**src/rtl/i2c_pkg.sv**
```systemverilog
// Shared I2C bit-writer command codes and byte-writer FSM states.
// Used by both the byte writer and the downstream bit writer.
package i2c_pkg;

  typedef enum logic [2:0] {
    CMD_IDLE   = 3'b000,
    CMD_START  = 3'b010,
    CMD_STOP   = 3'b011,
    CMD_DATA_0 = 3'b100,
    CMD_DATA_1 = 3'b101
  } cmd_t;

  typedef enum logic [2:0] {
    S_IDLE,
    S_START,
    S_DATA,
    S_STOP,
    S_DONE
  } state_t;

  function automatic cmd_t data_cmd(input logic b);
    return b ? CMD_DATA_1 : CMD_DATA_0;
  endfunction

endpackage

```
**src/rtl/i2c_master_write_byte_if.sv**
```systemverilog
// Byte request / bit-writer handshake bundle for the I2C byte writer.
// master = requester side, slave = the byte writer itself.
interface i2c_master_write_byte_if;

  logic       go;
  logic [7:0] data;
  logic       with_start;
  logic       with_stop;
  logic       busy;
  logic       finish;
  logic       bit_go;
  logic [2:0] bit_command;
  logic       bit_finish;

  modport master (
    output go, data, with_start, with_stop, bit_finish,
    input  busy, finish, bit_go, bit_command
  );

  modport slave (
    input  go, data, with_start, with_stop, bit_finish,
    output busy, finish, bit_go, bit_command
  );

endinterface

```
**src/rtl/i2c_master_write_byte.sv**
```systemverilog
// Sequences one byte (optional START/STOP) into per-bit commands
// for the downstream I2C bit writer.
module i2c_master_write_byte
  import i2c_pkg::*;
#(
  parameter bit MSB_FIRST = 1'b1
) (
  input logic                    clock,
  input logic                    reset,
  i2c_master_write_byte_if.slave bus
);

  state_t     state;
  logic [2:0] cnt;
  logic [7:0] shreg;
  logic       stop_en;
  logic [7:0] next_sh;

  function automatic logic cur_bit(input logic [7:0] s);
    return MSB_FIRST ? s[7] : s[0];
  endfunction

  assign next_sh = MSB_FIRST ? {shreg[6:0], 1'b0}
                             : {1'b0, shreg[7:1]};

  // DONE behaves like IDLE for a new request, so a held go
  // restarts right after the finish pulse.
  always_ff @(posedge clock or posedge reset) begin
    if (reset) begin
      state           <= S_IDLE;
      cnt             <= 3'd0;
      shreg           <= 8'd0;
      stop_en         <= 1'b0;
      bus.busy        <= 1'b0;
      bus.finish      <= 1'b0;
      bus.bit_go      <= 1'b0;
      bus.bit_command <= CMD_IDLE;
    end else begin
      bus.finish <= 1'b0;
      unique case (state)
        S_IDLE, S_DONE: begin
          if (bus.go) begin
            shreg      <= bus.data;
            stop_en    <= bus.with_stop;
            cnt        <= 3'd0;
            bus.busy   <= 1'b1;
            bus.bit_go <= 1'b1;
            if (bus.with_start) begin
              state           <= S_START;
              bus.bit_command <= CMD_START;
            end else begin
              state           <= S_DATA;
              bus.bit_command <= data_cmd(cur_bit(bus.data));
            end
          end else begin
            state <= S_IDLE;
          end
        end
        S_START: begin
          if (bus.bit_finish) begin
            state           <= S_DATA;
            cnt             <= 3'd0;
            bus.bit_command <= data_cmd(cur_bit(shreg));
          end
        end
        S_DATA: begin
          if (bus.bit_finish) begin
            shreg <= next_sh;
            cnt   <= cnt + 3'd1;
            if (cnt == 3'd7) begin
              if (stop_en) begin
                state           <= S_STOP;
                bus.bit_command <= CMD_STOP;
              end else begin
                state           <= S_DONE;
                bus.busy        <= 1'b0;
                bus.bit_go      <= 1'b0;
                bus.bit_command <= CMD_IDLE;
                bus.finish      <= 1'b1;
              end
            end else begin
              bus.bit_command <= data_cmd(cur_bit(next_sh));
            end
          end
        end
        S_STOP: begin
          if (bus.bit_finish) begin
            state           <= S_DONE;
            bus.busy        <= 1'b0;
            bus.bit_go      <= 1'b0;
            bus.bit_command <= CMD_IDLE;
            bus.finish      <= 1'b1;
          end
        end
        default: state <= S_IDLE;
      endcase
    end
  end

endmodule

```
**src/flat_wrapper.sv**
```systemverilog
// flat-port wrapper written by rule: the top's interface ports become plain ports
module i2c_master_write_byte_flat import i2c_pkg::*;
#(
  parameter bit MSB_FIRST = 1'b1
)
  (clock, reset, bus_go, bus_data, bus_with_start, bus_with_stop, bus_bit_finish, bus_busy, bus_finish, bus_bit_go, bus_bit_command);
  i2c_master_write_byte_if bus_i ();
  input logic clock;
  input logic reset;
  input wire logic [$bits(bus_i.go)-1:0] bus_go;
  input wire logic [$bits(bus_i.data)-1:0] bus_data;
  input wire logic [$bits(bus_i.with_start)-1:0] bus_with_start;
  input wire logic [$bits(bus_i.with_stop)-1:0] bus_with_stop;
  input wire logic [$bits(bus_i.bit_finish)-1:0] bus_bit_finish;
  output wire logic [$bits(bus_i.busy)-1:0] bus_busy;
  output wire logic [$bits(bus_i.finish)-1:0] bus_finish;
  output wire logic [$bits(bus_i.bit_go)-1:0] bus_bit_go;
  output wire logic [$bits(bus_i.bit_command)-1:0] bus_bit_command;
  assign bus_i.go = bus_go;
  assign bus_i.data = bus_data;
  assign bus_i.with_start = bus_with_start;
  assign bus_i.with_stop = bus_with_stop;
  assign bus_i.bit_finish = bus_bit_finish;
  assign bus_busy = bus_i.busy;
  assign bus_finish = bus_i.finish;
  assign bus_bit_go = bus_i.bit_go;
  assign bus_bit_command = bus_i.bit_command;
  i2c_master_write_byte #(.MSB_FIRST(MSB_FIRST)) u_core (.clock(clock), .reset(reset), .bus(bus_i));
endmodule
```
**config.mk**
```make
export PLATFORM = sky130hd
export DESIGN_NAME = i2c_master_write_byte_flat
export DESIGN_NICKNAME = d
export VERILOG_FILES = /design/src/rtl/i2c_pkg.sv /design/src/rtl/i2c_master_write_byte_if.sv /design/src/rtl/i2c_master_write_byte.sv /design/src/flat_wrapper.sv
export SDC_FILE = /design/constraint.sdc
export NUM_CORES = 1
export LEC_CHECK = 0
export BUFFER_PORTS_ARGS = -buffer_cell sky130_fd_sc_hd__buf_2
export CORE_MARGIN = 2
export CORE_UTILIZATION = 45
export DETAILED_ROUTE_END_ITERATION = 7
export GPL_TIMING_DRIVEN = 0
export PLACE_DENSITY = 0.79
export SLEW_MARGIN = 10
export SYNTH_ARGS = -nofsm -noshare
export SYNTH_HDL_FRONTEND = slang
export SYNTH_SLANG_ARGS = --single-unit
```
**constraint.sdc**
```tcl
create_clock -name clock -period 1.45 [get_ports clock]
set_input_delay 0.0725 -clock clock [delete_from_list [all_inputs] [get_ports clock]]
set_output_delay 0.0725 -clock clock [all_outputs]
set_load 0.05 [all_outputs]
```
==> impl_metrics.csv, run 1 <==
group,metric,value,unit
power_and_ir_drop,design_power_total,3.007,mW
global_routing,grt_pass1_wl,3.677,mm
placed_design,dpl-instance-area,1201,µm²
sta,slew_viol_final,0,
logic_synthesis,syn_area,1056,µm²
route,ant_nets,0,
floorplan,die_area,2750,µm²
floorplan,io_pins,20,
sta,period_minus_slack,1587,ps
power_and_ir_drop,p_leak,0.6439,nW
sta,setup_tns,-137.0,ps
logic_synthesis,ys_seq_elements,20,
finish,regArea,500.5,µm²
global_routing,grt_max_degree,21,
floorplan,rows,17,
placed_design,gp_congestion,0.8582,
job,drv_cap,0,
finish,fin_nets,154,
route,wl_per_cell,13.72,µm
worst_setup_path,crit_fanout,5,
route,drtPass1Iterations,4,
clock_tree,cts_buffer_depth,2,
route,wl,2.264,mm
route,drc_errors,0,
sta,setup_viol,1,
worst_setup_path,crit_required,1660,ps
global_routing,grt_usage,0.1868,
sta,period_share,1.094,
finish,synthToLayoutAreaGrowth,28.91,%
floorplan,die_x,52.44,µm
logic_synthesis,syn-num-nets,119,
worst_setup_path,endpoint_kind,"flop",
clock_tree,clockRootBuffer,"clkbuf_4",
sta,fin_ws,-137.0,ps
logic_synthesis,synth_cell_types,28,
clock_tree,cts_tree,"done",
hold_path,min_path_type,"primary input to flop",
finish,antenna_cells,0,
worst_setup_path,crit_type,"flop to flop",
finish,final_cell_mix,"20 x buf_2, 20 x dfrtp_1, 14 x nor2_1, 10 x a21oi_1, 10 x buf_4",
floorplan,chipHeight,52.44,µm
sta,finClkSkew,3.343,ps
finish,multi_input_area,531.8,µm²
worst_setup_path,critical_path_arrival,1790,ps
logic_synthesis,synth_largest_area_cell,"dfrtp_1",
clock_tree,clock_latency,310,ps
logic_synthesis,synth_area_leaders,"dfrtp_1 47%, mux2i_1 8.5%, nor2_1 5.3%",
placed_design,port-buffer-count,19,
floorplan,start_util,0.4774,
clock_tree,numCtsBuffers,3,
floorplan,core-area,2212,µm²
global_routing,grt_pass1_vias,793,
logic_synthesis,yosysSeqAreaShare,0.4739,
power_and_ir_drop,vdd_ir_drop_max,0.001509,V
placed_design,dp_hpwl,1.521,mm
clock_tree,clkTransAtPathRegs,110,ps
sta,rsz0062_at_grt,"true",
finish,final_cell_area,1361,µm²
finish,instances_no_fill,165,
clock_tree,clock_sinks,20,
clock_tree,htree_levels,1,
logic_synthesis,avgSynthCellArea,10.25,µm²
placed_design,dpl.cell_count,150,
route,vias_per_cell,5.170,
sta,tightest_slew,745.3,ps
sta,maxSlewHeadroom,0.5026,
logic_synthesis,ys_warn_count,0,
global_routing,overflow,0,
run_status,violations,"setup timing",
logic_synthesis,synthCells,103,
run_status,status,"finished, violations left",
sta,hold_viol,0,
global_routing,antenna_found_initial,0,
route,drt-initial-drc-count,9,
sta,holdWs,50.81,ps
route,num_vias,853,
finish,drive_gt1_frac,0.3504,
sta,fmax,630.1,MHz
worst_setup_path,start_kind,"flop",
finish,fillerInstances,198,
logic_synthesis,synth_top_area_frac,0.4739,
power_and_ir_drop,power.density,2209,nW/µm²
[cells by family after synthesis]
family          share of synthesized area
compound gates                     0.1386
fa+ha+maj                         0.02369
buf+inv                           0.06516
flops                              0.4739
mux                                0.1244
simple gates                       0.1742
[cell type report]
type,count,area share
multi-input cells,72,0.3906
flip-flops and latches,20,0.3676
repair buffers,30,0.1360
plain buffers,6,0.03952
clock buffers,4,0.02665
well taps,28,0.02574
inverters,5,0.01379
[final timing paths]
check / depth (start not counted) / slack (ps) / start / end
worst max-delay path: 6 / -140 / u_core.cnt[0] / u_core.bus.bit_command[0]
worst min-delay path: 3 / 50 / bus_data[2] / u_core.shreg[2]
worst max register to register: 6 / -140 / u_core.cnt[0] / u_core.bus.bit_command[0]
worst min register to register: 1 / 520 / u_core.bus.bit_command[0] / u_core.bus.bit_command[0]
max in group asynchronous: 3 / 560 / reset / u_core.cnt[0]
min in group asynchronous: 3 / 420 / reset / u_core.stop_en
[repair_timing]
action                                  4_1_cts  5_1_grt
endpoints found under the setup margin        3       16
hold buffers                                  3        0
setup buffers                                 2        5
pin swaps                                     0        1
gates cloned                                  0        1
resized for setup                             1       11
endpoints found under the hold margin        22        0
[power breakdown]
group / total, mW / switching [mW] / internal, mW
Clock: 0.327 / 0.174 / 0.154
Sequential: 0.967 / 0.168 / 0.799
Combinational: 1.71 / 0.932 / 0.781
Total: 3.01 / 1.27 / 1.73
[cell usage after synthesis]
cell       instances
nand2_1            4
a31oi_1            1
nor3_1             3
mux2i_1            9
o31a_1             1
nor2_1            15
inv_1              5
mux2_4             2
buf_2              1
nor3b_1            2
a21oi_1           10
nor3b_4            1
o211ai_1           1
buf_6              2
nor2b_1            2
a21o_1             2
and4b_1            1
o21ai_0            5
buf_4              3
nand2b_1           3
dfrtp_1           20
a22o_1             1
nand3b_1           3
mux2_2             1
a21oi_2            1
o2bb2ai_1          1
o21a_1             1
ha_1               2
[stage by stage]
step,utilization,setup slack [ps]
3_3_place_gp,0.5430,-109.5
5_1_grt,0.6154,-192.4
4_1_cts,0.5798,-151.6
6_report,0.6154,-137.0
2_1_floorplan,-,-34.46
3_5_place_dp,0.5430,-139.7
[state kept, by name, summed over array words and instances, names as in the netlist]
signal                  count
u_core.shreg                8
u_core.bus.bit_command      3
u_core.cnt                  3
u_core.state                3
u_core.bus.busy             1
u_core.bus.finish           1
u_core.stop_en              1
[critical path, cell delays in order, from the launching register on]
cell,delay [ps]
dfrtp_1,410
ha_2,190
ha_4,170
and4b_1,180
a31oi_1,140
o211ai_1,110
mux2_4,280
[layer usage]
layer	GRT usage	routed length (µm)	up-vias
met5	0	0	-
met4	0.06410	29	0
met3	0.03429	73	3
met2	0.2979	1133	20
met1	0.2536	1028	401
li1	-	-	429
No activity file was read; power rests on OpenSTA's default activity.
==> inputs of run 2 (changes only) <==
- CELL_PAD_IN_SITES_DETAIL_PLACEMENT: default -> 1
- CELL_PAD_IN_SITES_GLOBAL_PLACEMENT: default -> 1
- CORE_UTILIZATION: 45 -> 37
- PLACE_DENSITY: 0.79 -> 0.82
- SLEW_MARGIN: 10 -> 15
==> run 2 against run 1 <==
Net effect: power decreased by 0.90%; the run still ends with setup timing left; flip-flop and latch count did not move; register-to-register slack is essentially flat; sequential share of layout area down 0.24 points; maximum frequency rose by 0.13%; worst hold slack improved by 6.1 ps; sequential power about the same; clock power about the same.
==> impl_metrics.csv, run 2 (synthesis gave the netlist of run 1 again) <==
group,metric,value,unit
worst_setup_path,critical_path_arrival,1790,ps
route,wl,2.405,mm
floorplan,core-area,2734,µm²
clock_tree,clock_latency,310,ps
global_routing,grt_max_degree,21,
power_and_ir_drop,vdd_ir_drop_max,0.001226,V
sta,tightest_slew,761.2,ps
floorplan,chipHeight,57.43,µm
worst_setup_path,endpoint_kind,"flop",
placed_design,gp_congestion,0.7509,
placed_design,dpl.cell_count,153,
sta,fin_ws,-135.0,ps
route,met3_length,103,µm
sta,finClkSkew,3.298,ps
global_routing,overflow,0,
route,drt-initial-drc-count,10,
clock_tree,cts_tree,"done",
sta,rsz0062_at_grt,"true",
sta,setup_viol,3,
global_routing,grt_pass1_vias,830,
sta,setup_tns,-175.2,ps
finish,antenna_cells,0,
clock_tree,numCtsBuffers,3,
hold_path,min_path_type,"primary input to flop",
sta,maxSlewHeadroom,0.4920,
power_and_ir_drop,p_leak,0.6475,nW
worst_setup_path,crit_required,1660,ps
finish,utilization,0.5025,
finish,drive_gt1_frac,0.3869,
finish,largest_reg_flops,8,
finish,synthToLayoutAreaGrowth,30.09,%
run_status,violations,"setup timing",
route,ant_nets,0,
power_and_ir_drop,p_int,1.702,mW
placed_design,dp_hpwl,1.769,mm
power_and_ir_drop,p_clk_frac,0.110,
sta,period_minus_slack,1585,ps
global_routing,antenna_found_initial,0,
power_and_ir_drop,power.density,2169,nW/µm²
finish,largest_register,"u_core.shreg",
route,drtPass1Iterations,4,
clock_tree,cts_buffer_depth,2,
sta,hold_viol,0,
power_and_ir_drop,swShare,0.4288,
floorplan,die_x,57.43,µm
global_routing,grt_pass1_wl,3.884,mm
clock_tree,htree_levels,1,
finish,fillerInstances,317,
sta,slew_viol_final,0,
worst_setup_path,crit_type,"flop to flop",
route,drc_errors,0,
job,drv_cap,0,
run_status,status,"finished, violations left",
route,top_layer_used,"met4",
worst_setup_path,r2r_slack,-140,ps
floorplan,die_area,3298,µm²
worst_setup_path,crit_path_start,"u_core.cnt[1]",
global_routing,grt_usage,0.1575,
finish,instances_no_fill,168,
route,met1_length,1.092,mm
worst_setup_path,start_kind,"flop",
finish,fin_nets,154,
clock_tree,clockRootBuffer,"clkbuf_4",
worst_setup_path,crit_fanout,2,
clock_tree,clkTransAtPathRegs,110,ps
clock_tree,clock_sinks,20,
route,wl_met2,1.174,mm
worst_setup_path,reg2reg_from,"u_core.cnt[1]",
route,wl_per_cell,14.32,µm
route,num_vias,872,
floorplan,io_pins,20,
sta,period_share,1.093,
finish,final_cell_mix,"20 x buf_2, 19 x dfrtp_1, 14 x nor2_1, 11 x buf_4, 9 x mux2i_1",
route,vias_per_cell,5.190,
hold_path,holdCritStartpoint,"bus_bit_finish",
power_and_ir_drop,p_seq_frac,0.324,
power_and_ir_drop,switching_power,1.278,mW
placed_design,port-buffer-count,19,
sta,fmax,630.9,MHz
finish,mostFrequentLayoutCell,"buf_2",
floorplan,start_util,0.3863,
power_and_ir_drop,comb_power_share,0.566,
floorplan,rows,19,
## run 2: final timing paths
kind | end | cells after the start
hold / removal | u_core.state[2] | 3
setup reg to reg | u_core.bus.bit_command[0] | 6
setup / recovery | u_core.bus.bit_command[0] | 6
min in group asynchronous | u_core.stop_en | 3
hold reg to reg | u_core.bus.bit_command[1] | 1
max in group asynchronous | u_core.state[0] | 3
## run 2: worst max-delay path, stage by stage, from the launching register on
cell and delay [ps]:
dfrtp_1 410, ha_2 200, ha_4 160, and4b_1 180, a31oi_1 150, o211ai_1 120, mux2_4 280
## run 2: final cells by class
type	count	area, µm²	share of cell area
multi-input combinational	72	543.0	0.3953
timing repair buffer	30	185.2	0.1348
tap	31	38.79	0.02823
clock buffer	4	36.28	0.02641
buffer	6	50.05	0.03643
inverter	5	18.77	0.01366
sequential	20	501.7	0.3652
## run 2: what timing repair did
| action | in CTS | in global routing |
|---|---|---|
| setup endpoints to repair | 5 | 16 |
| setup buffers | 3 | 4 |
| hold endpoints to repair | 22 | 0 |
| hold buffers | 3 | 0 |
| pin swaps | 4 | 4 |
| resized for setup | 5 | 11 |
| cloned | 0 | 1 |
## run 2: metrics by stage
| step | instance area, µm² | power (mW) | setup slack (ps) | hold WS [ps] |
|---|---|---|---|---|
| global route | 1374 | 3.189 | -179.3 | 53.61 |
| finish | 1374 | 2.980 | -135.0 | 56.89 |
| global placement | 1205 | 2.389 | -111.7 | 241.3 |
| floorplan | 1071 | 2.139 | -34.46 | 36.33 |
| CTS | 1310 | 2.873 | -168.7 | 33.73 |
| detailed placement | 1205 | 2.478 | -177.5 | 249.2 |
## run 2: power by group through the flow
stage               clock (mW)  combinational [mW]  sequential (mW)
floorplan                    0                1.00             1.14
global placement             0                1.43            0.959
detailed placement           0                1.50            0.979
CTS                      0.343                1.57            0.964
global route             0.363                1.83            0.993
finish                   0.328                1.69            0.965
## run 2: per-layer routing
| layer | track usage | vias up |
|---|---|---|
| met5 | 0 | - |
| met2 | 0.2549 | 22 |
| li1 | - | 424 |
| met3 | 0.02721 | 4 |
| met1 | 0.2063 | 422 |
| met4 | 0.06977 | 0 |
